[config.mk]
export PLATFORM = sky130hd
export DESIGN_NAME = requant_stage
export DESIGN_NICKNAME = d
export VERILOG_FILES = /design/src/rtl/requant_pkg.sv /design/src/rtl/requant_round_shift.sv /design/src/rtl/requant_stage.sv
export SDC_FILE = /design/constraint.sdc
export NUM_CORES = 2
export LEC_CHECK = 0
export CAP_MARGIN = 15
export CORE_MARGIN = 4
export CORE_UTILIZATION = 55
export DETAILED_ROUTE_END_ITERATION = 7
export GPL_TIMING_DRIVEN = 0
export PLACE_DENSITY = 0.79
export SETUP_SLACK_MARGIN = 0.5
export SLEW_MARGIN = 20
export SYNTH_ARGS = -nofsm -noshare
export SYNTH_HDL_FRONTEND = slang
export SYNTH_SLANG_ARGS = --single-unit
export TNS_END_PERCENT = 1
[constraint.sdc]
create_clock -name clk -period 16.88 [get_ports clk]
set_input_delay 2.532 -clock clk [delete_from_list [all_inputs] [get_ports clk]]
set_output_delay 2.532 -clock clk [all_outputs]
set_load 0.01 [all_outputs]
[src/rtl/requant_pkg.sv]
// Shared widths, the S1/S2 payload record and the output clamp used by requant_stage.
package requant_pkg;

    localparam int unsigned REQ_ACC_W   = 32;
    localparam int unsigned REQ_MULT_W  = 16;
    localparam int unsigned REQ_SHIFT_W = 5;
    localparam int unsigned REQ_OUT_W   = 8;
    localparam int unsigned REQ_CNT_W   = 16;
    localparam int unsigned REQ_PROD_W  = REQ_ACC_W + REQ_MULT_W + 1;
    localparam int unsigned REQ_SUM_W   = REQ_PROD_W + 1;

    // val holds the product in S1 and the rounded value in S2
    typedef struct packed {
        logic signed [REQ_PROD_W-1:0] val;
        logic [REQ_SHIFT_W-1:0]       shift;
        logic signed [REQ_OUT_W-1:0]  zp;
        logic                         last;
    } requant_payload_t;

    function automatic logic signed [REQ_SUM_W-1:0] sat_clamp(
        input logic signed [REQ_SUM_W-1:0] value,
        input int unsigned                 out_w
    );
        logic signed [REQ_SUM_W-1:0] hi;
        logic signed [REQ_SUM_W-1:0] lo;
        hi = (REQ_SUM_W'(1) << (out_w - 1)) - REQ_SUM_W'(1);
        lo = ~hi;
        if (value > hi) begin
            return hi;
        end else if (value < lo) begin
            return lo;
        end
        return value;
    endfunction

endpackage

[src/rtl/requant_round_shift.sv]
// Combinational arithmetic right shift with round-half-up (toward +inf).
module requant_round_shift #(
    parameter int unsigned W       = 49,
    parameter int unsigned SHIFT_W = 5
) (
    input  logic signed [W-1:0]   value,
    input  logic [SHIFT_W-1:0]    shift,
    output logic signed [W-1:0]   result
);

    logic signed [W:0] biased;
    logic signed [W:0] shifted;

    // One guard bit so the half-LSB bias can never wrap the sign.
    always_comb begin
        biased = {value[W-1], value};
        if (shift != '0) begin
            biased = biased + ((W+1)'(1) << (shift - SHIFT_W'(1)));
        end
        shifted = biased >>> shift;
        result  = shifted[W-1:0];
    end

endmodule

[src/rtl/requant_stage.sv]
// Three-stage requantizer: scale multiply, rounding shift, zero-point add and saturate.
module requant_stage
    import requant_pkg::*;
#(
    parameter int unsigned ACC_W   = REQ_ACC_W,
    parameter int unsigned MULT_W  = REQ_MULT_W,
    parameter int unsigned SHIFT_W = REQ_SHIFT_W,
    parameter int unsigned OUT_W   = REQ_OUT_W,
    parameter int unsigned CNT_W   = REQ_CNT_W
) (
    input  logic                     clk,
    input  logic                     rst_n,
    input  logic                     cfg_we,
    input  logic [MULT_W-1:0]        cfg_mult,
    input  logic [SHIFT_W-1:0]       cfg_shift,
    input  logic signed [OUT_W-1:0]  cfg_zp,
    input  logic                     in_valid,
    output logic                     in_ready,
    input  logic signed [ACC_W-1:0]  in_data,
    input  logic                     in_last,
    output logic                     out_valid,
    input  logic                     out_ready,
    output logic signed [OUT_W-1:0]  out_data,
    output logic                     out_last,
    output logic [CNT_W-1:0]         sat_cnt
);

    localparam int unsigned PROD_W = ACC_W + MULT_W + 1;
    localparam int unsigned SUM_W  = PROD_W + 1;

    logic [MULT_W-1:0]        mult_q;
    logic [SHIFT_W-1:0]       shift_q;
    logic signed [OUT_W-1:0]  zp_q;

    logic                     adv;
    logic                     s1_valid;
    logic                     s2_valid;
    logic                     s3_valid;
    logic                     s3_sat;
    requant_payload_t         s1;
    requant_payload_t         s2;

    logic signed [PROD_W-1:0] prod;
    logic signed [PROD_W-1:0] rnd;
    logic signed [SUM_W-1:0]  sum;
    logic signed [SUM_W-1:0]  clamped;
    logic                     unused_s2_shift;

    assign adv       = out_ready | ~s3_valid;
    assign in_ready  = adv;
    assign out_valid = s3_valid;

    assign prod    = PROD_W'($signed(in_data)) * PROD_W'($signed({1'b0, mult_q}));
    assign sum     = SUM_W'(s2.val) + SUM_W'(s2.zp);
    assign clamped = sat_clamp(sum, OUT_W);

    // Shift is consumed in S2; the S2 copy only keeps the payload record uniform.
    assign unused_s2_shift = ^s2.shift;

    requant_round_shift #(
        .W       (PROD_W),
        .SHIFT_W (SHIFT_W)
    ) u_round (
        .value  (s1.val),
        .shift  (s1.shift),
        .result (rnd)
    );

    always_ff @(posedge clk or negedge rst_n) begin
        if (!rst_n) begin
            mult_q  <= MULT_W'(1);
            shift_q <= '0;
            zp_q    <= '0;
        end else if (cfg_we) begin
            mult_q  <= cfg_mult;
            shift_q <= cfg_shift;
            zp_q    <= cfg_zp;
        end
    end

    always_ff @(posedge clk or negedge rst_n) begin
        if (!rst_n) begin
            s1_valid <= 1'b0;
            s2_valid <= 1'b0;
            s3_valid <= 1'b0;
            s1       <= '0;
            s2       <= '0;
            s3_sat   <= 1'b0;
            out_data <= '0;
            out_last <= 1'b0;
        end else if (adv) begin
            s1_valid <= in_valid;
            s1       <= '{val: prod, shift: shift_q, zp: zp_q, last: in_last};
            s2_valid <= s1_valid;
            s2       <= '{val: rnd, shift: s1.shift, zp: s1.zp, last: s1.last};
            s3_valid <= s2_valid;
            out_data <= clamped[OUT_W-1:0];
            out_last <= s2.last;
            s3_sat   <= (clamped != sum);
        end
    end

    always_ff @(posedge clk or negedge rst_n) begin
        if (!rst_n) begin
            sat_cnt <= '0;
        end else if (cfg_we) begin
            sat_cnt <= '0;
        end else if (s3_valid && out_ready && s3_sat && (sat_cnt != '1)) begin
            sat_cnt <= sat_cnt + CNT_W'(1);
        end
    end

endmodule
Word level (Yosys, flattened, before mapping)
Index checks and enable logic that the tools add are counted.
{"block": "word_totals", "reg_bits": 179, "input_bits": 67, "out_inout_bits": 27, "elab_cells": 43}
{"block": "classes", "addsub": 4, "multipliers": 1, "magnitude_cmp": 2, "n_eq_ne": 2, "n_shift": 2, "muxes": 8, "bitwise": 2, "reduce_logical": 5}
{"operator": "50-bit 2-to-1 mux", "count": 4}
{"operator": "49-bit by 50-bit adder with 50-bit output", "count": 1}
{"operator": "49-bit by 8-bit adder with 50-bit output", "count": 1}
{"operator": "50-bit by 8-bit > comparator with 1-bit output, second input constant", "count": 1}
{"operator": "50-bit by 8-bit < comparator with 1-bit output, second input constant", "count": 1}
{"operator": "50-bit != test", "count": 1}
{"operator": "1-bit by 5-bit left shift with 50-bit output, first input constant", "count": 1}
{"operator": "50-bit by 5-bit >>> shifter with 49-bit output", "count": 1}
{"operator": "32-bit by 17-bit multiplier with 49-bit output", "count": 1}
{"operator": "16-bit 2-to-1 mux", "count": 2}
{"operator": "16-bit by 1-bit adder with 16-bit output, second input constant", "count": 1}
{"operator": "16-bit != test, second input constant", "count": 1}
{"operator": "5-bit nonzero test", "count": 1}
{"operator": "5-bit by 1-bit subtractor with 5-bit output, second input constant", "count": 1}
{"operator": "1-bit logical AND", "count": 3}
{"operator": "1-bit 2-to-1 mux", "count": 2}
{"operator": "2-bit nonzero test", "count": 1}
{"operator": "1-bit NOT", "count": 1}
{"operator": "1-bit bitwise OR", "count": 1}

Depth between registers and ports, before layout
{"block": "logic_depth", "word_depth": 6, "mapped_depth": 26}

Hierarchy
A second synthesis with hierarchy kept.
{"block": "hier_totals", "hier_cells": 4267, "hier_area_um2": 34845.9}
{"module": "requant_stage", "n_inst": 1, "cells_per_inst": 3192, "area_per_inst_um2": 27705.3, "seq_area_each_um2": 4480.5}
{"module": "requant_round_shift", "n_inst": 1, "cells_per_inst": 1075, "area_per_inst_um2": 7140.6, "seq_area_each_um2": 0.0}

Worst setup path after synthesis
No wires, ideal clock.
{"block": "synth_timing", "path_type": "input-to-reg", "startpoint": "in in_data[11]", "endpoint": "reg s1[49] (netlist name)", "setup_time_ns": 0.142, "t_arrival_ns": 8.337, "setup_slack_ns": 8.401, "path_stages": 22, "n_path_buf": 1, "path_cell_list": "clkbuf_1 > nand2_1 > fa_1 > inv_1 > fa_1 > inv_1 > fa_1 > fa_1 > inv_1 > fa_1 > fa_1 > ha_1 > and3_1 > and3_1 > a211oi_1 > o21ai_0 > a31oi_1 > nor2_1 > or3b_2 > a21oi_1 > xor2_1 > a21oi_1"}
{"block": "synth_between", "elab_chain_len": 1}
{"element": "from (decl)", "line": "requant_stage.sv:19", "source": "input logic signed [ACC_W-1:0] in_data,"}
{"element": "32-bit by 17-bit multiplier with 49-bit output", "line": "requant_stage.sv:53", "source": "assign prod = PROD_W'($signed(in_data)) * PROD_W'($signed({1'b0, mult_q}));"}
{"element": "to (signal assigned)", "line": "requant_stage.sv:93", "source": "s1 <= '{val: prod, shift: shift_q, zp: zp_q, last: in_last};"}
{"element": "to (decl)", "line": "requant_stage.sv:40", "source": "requant_payload_t s1;"}
No other way between the ends.
A chain may end at the register's enable or synchronous reset.

Final worst setup path
{"block": "layout_timing", "startpoint": "in in_data[8]", "endpoint": "reg s1[57] (netlist name)"}
Same word-level chain as after synthesis.

==> impl_metrics.py <==
metrics = {
    "run_status": {
        "status": "finished, final reports clean",
    },
    "yosys": {
        "synth-edff-count": 0,
        "netlist_instances": 4137,
        "yosysTopAreaCell": "fa_1",
        "async_flop_share_pct": 100,
        "yosysSeqAreaShare_pct": 13.2,
        "synth.distinct_cells": 84,
        "synth_ff_type": "dfrtp_1",
        "syn_area_per_cell_sq_um": 8.24,
        "synth_seq_cells": 179,
        "synth_area_sq_um": 34100,
        "ys_warn_count": 0,
        "synthTopCellsByArea": "fa_1 29%, dfrtp_1 13%, nand2_1 7.4%, ha_1 7.3%, inv_1 6.9%",
        "netlist.area_leader.share_pct": 28.8,
        "syn_nets": 4894,
    },
    "sta": {
        "setup_tns_ps": 0,
        "grt_setup_unrepaired": "false",
        "fmax_mhz": 97.1,
        "setup_viol": 0,
        "finClkSkew_ps": 25.1,
        "finalCriticalPeriod_ps": 10300,
        "hold_viol_final": 0,
        "finalCritPeriodShare_pct": 61.0,
        "worstMarginPinSlew_ps": 1230,
        "slew_headroom_pct": 18.0,
        "finalMaxSlewViolations": 0,
    },
    "worst_setup_path": {
        "cpMostUsedCell": "fa_1",
        "timing_worst_setup_path_type": "primary input to register",
        "crit_buf_inv": 5,
        "endpoint_kind": "register",
        "cpMaxStageDelayCell": "clkdlybuf4s50_1",
        "r2r_slack_ps": 8560,
        "slowest_delay_ps": 770,
        "r2r_end": "s1[57]",
        "crit_arrival_ps": 10620,
        "cp.required_ps": 17200,
        "rr_startpoint": "mult_q[5]",
        "critPathLaunchType": "primary input",
        "rr_worst_depth": 24,
        "cp_top_family": "adder cells",
        "path_max_fanout": 10,
    },
    "route": {
        "vias": 30900,
        "antenna_left": 0,
        "drt_wl_total_microns": 115000,
        "first_pass_iters": 6,
        "viasPerCell": 6.13,
        "drc_errors": 0,
        "drt_first_iter_violations": 2938,
        "wl_per_cell_microns": 22.8,
    },
    "cts": {
        "cts_max_level": 4,
        "cts-root-buf": "clkbuf_16",
        "cts_hold_buffers": 0,
        "cts_buffer_depth": 2,
        "cts.clk_slew.worst_paths_ps": 70,
        "cts_buffers": 17,
        "ctsResizeCount": 0,
        "cts_tree": "done",
        "cts.sinks": 179,
        "cts_setup_buffers": 0,
        "insertion_delay_ps": 510,
    },
    "floorplanning": {
        "die_area_sq_um": 66000,
        "core-area_sq_um": 60800,
        "std_cell_rows": 90,
        "ios": 94,
        "initial_utilization_pct": 56.0,
        "die_w_microns": 257,
        "die_h_microns": 257,
    },
    "worst_hold_path": {
        "worstHoldStart": "zp_q[7]",
        "holdPathEnd": "s1[8]",
        "holdCritPathClass": "register to register",
        "hold_depth": 2,
    },
    "grt": {
        "grt_pass1_wl_microns": 178000,
        "grt_max_degree": 96,
        "gr-total-overflow": 0,
        "grt_antenna_before_repair": 1,
        "grt_pass1_vias": 30800,
        "grt_usage_pct": 34.7,
    },
    "layout": {
        "multiInputGateArea_sq_um": 26400,
        "layout.nets": 5007,
        "layout.area.seq_sq_um": 4480,
        "fillers": 5450,
        "drive_gt1_share_pct": 3.33,
        "syn_to_final_growth_pct": 7.57,
    },
    "place": {
        "port_buffers": 92,
        "dpl.hpwl_microns": 95200,
        "gp_congestion": 1.06,
    },
    "flow_run": {
        "cap_violations": 0,
    },
}
## synth_stat cells, drive strengths merged, types with 32 or more instances
| library cell | instances |
|---|---|
| nor2 | 233 |
| o21a | 32 |
| xor2 | 49 |
| nand4 | 48 |
| nand3 | 56 |
| mux2 | 50 |
| inv | 628 |
| and2 | 170 |
| a21oi | 238 |
| o21ai | 177 |
| nand2 | 670 |
| a211oi | 42 |
| o211ai | 35 |
| dfrtp | 178 |
| a21o | 60 |
| ha | 199 |
| clkbuf | 194 |
| xnor2 | 82 |
| mux2i | 53 |
| nor3 | 55 |
| fa | 491 |
## layout make-up
| type | instances | share of cell area, % |
|---|---|---|
| antenna | 3 | 0.0205 |
| buffer | 215 | 2.22 |
| timing repair buffer | 94 | 2.66 |
| tap | 782 | 2.67 |
| clock buffer | 19 | 1.24 |
| inverter | 630 | 6.45 |
| sequential | 179 | 12.2 |
| clock inverter | 13 | 0.444 |
| multi-input combinational | 3113 | 72.1 |
## worst max-delay path by stage
| stage | startpoint | endpoint | slack (ps) | cells after the start |
|---|---|---|---|---|
| CTS | in_data[11] | s1[57] | 6830 | 25 |
| global placement | rst_n | s1[20] | 5840 | 1 |
| finish | in_data[8] | s1[57] | 6580 | 25 |
| global route | in_data[10] | s1[57] | 6340 | 25 |
| detailed placement | in_data[8] | s1[57] | 6340 | 25 |
| floorplan | in_data[11] | s1[49] | 8400 | 22 |
## layer usage
metal  GRT usage, %  wire, microns  share of wire, %
met1           46.2          45800                40
met2           54.9          51800                45
met3           7.30          11000               9.6
met4           16.2           6240               5.4
met5              0              0                 0
## cells by family after synthesis
kind of cell	share of synthesized area, %
AOI/OAI and AO/OA	15.5
xor gates and xnor gates	3.37
adders and majority gates	36.2
buffers and inverters	9.32
DFF	13.2
muxes	4.27
and+or+nand+nor	18.3
## worst min-delay path, stage by stage (launching register included)
cell and delay (ps):
dfrtp_1 340, nand2_1 50, nand2_1 50
## registers in the layout (all words and copies together), names as in the netlist
register / count
out_valid: 1
mult_q: 16
s2_valid: 1
shift_q: 5
zp_q: 8
out_last: 1
sat_cnt: 16
s2: 58
s1_valid: 1
s1: 63
out_data: 8
s3_sat: 1
## layout by cell type, fill, tap and decap left out, drive strengths merged, types with 91 or more instances in the layout
cell type      synthesis  routed
a21oi                238     238
nand2                670     670
clkdlybuf4s50          0      91
and2                 170     170
o21ai                177     177
fa                   491     491
inv                  628     635
dfrtp                178     178
nor2                 233     233
clkbuf               194     213
ha                   199     199
## through the flow
step                instance area [sq um]  hold WS (ps)  util (%)  cells  worst slack [ps]
finish                              36700           473      60.3   5048              6580
global route                        36600           495      60.3   5045              6340
CTS                                 36600           477      60.3   5045              6830
detailed placement                  36000           453      59.2   5013              6340
global placement                    36000           451      59.2   5011              5840
floorplan                           34100           430         -   4137              8400
Power is left out: the tool's default activity adds up to more than one toggle a clock period on the data nets, which glitch-free logic cannot reach.
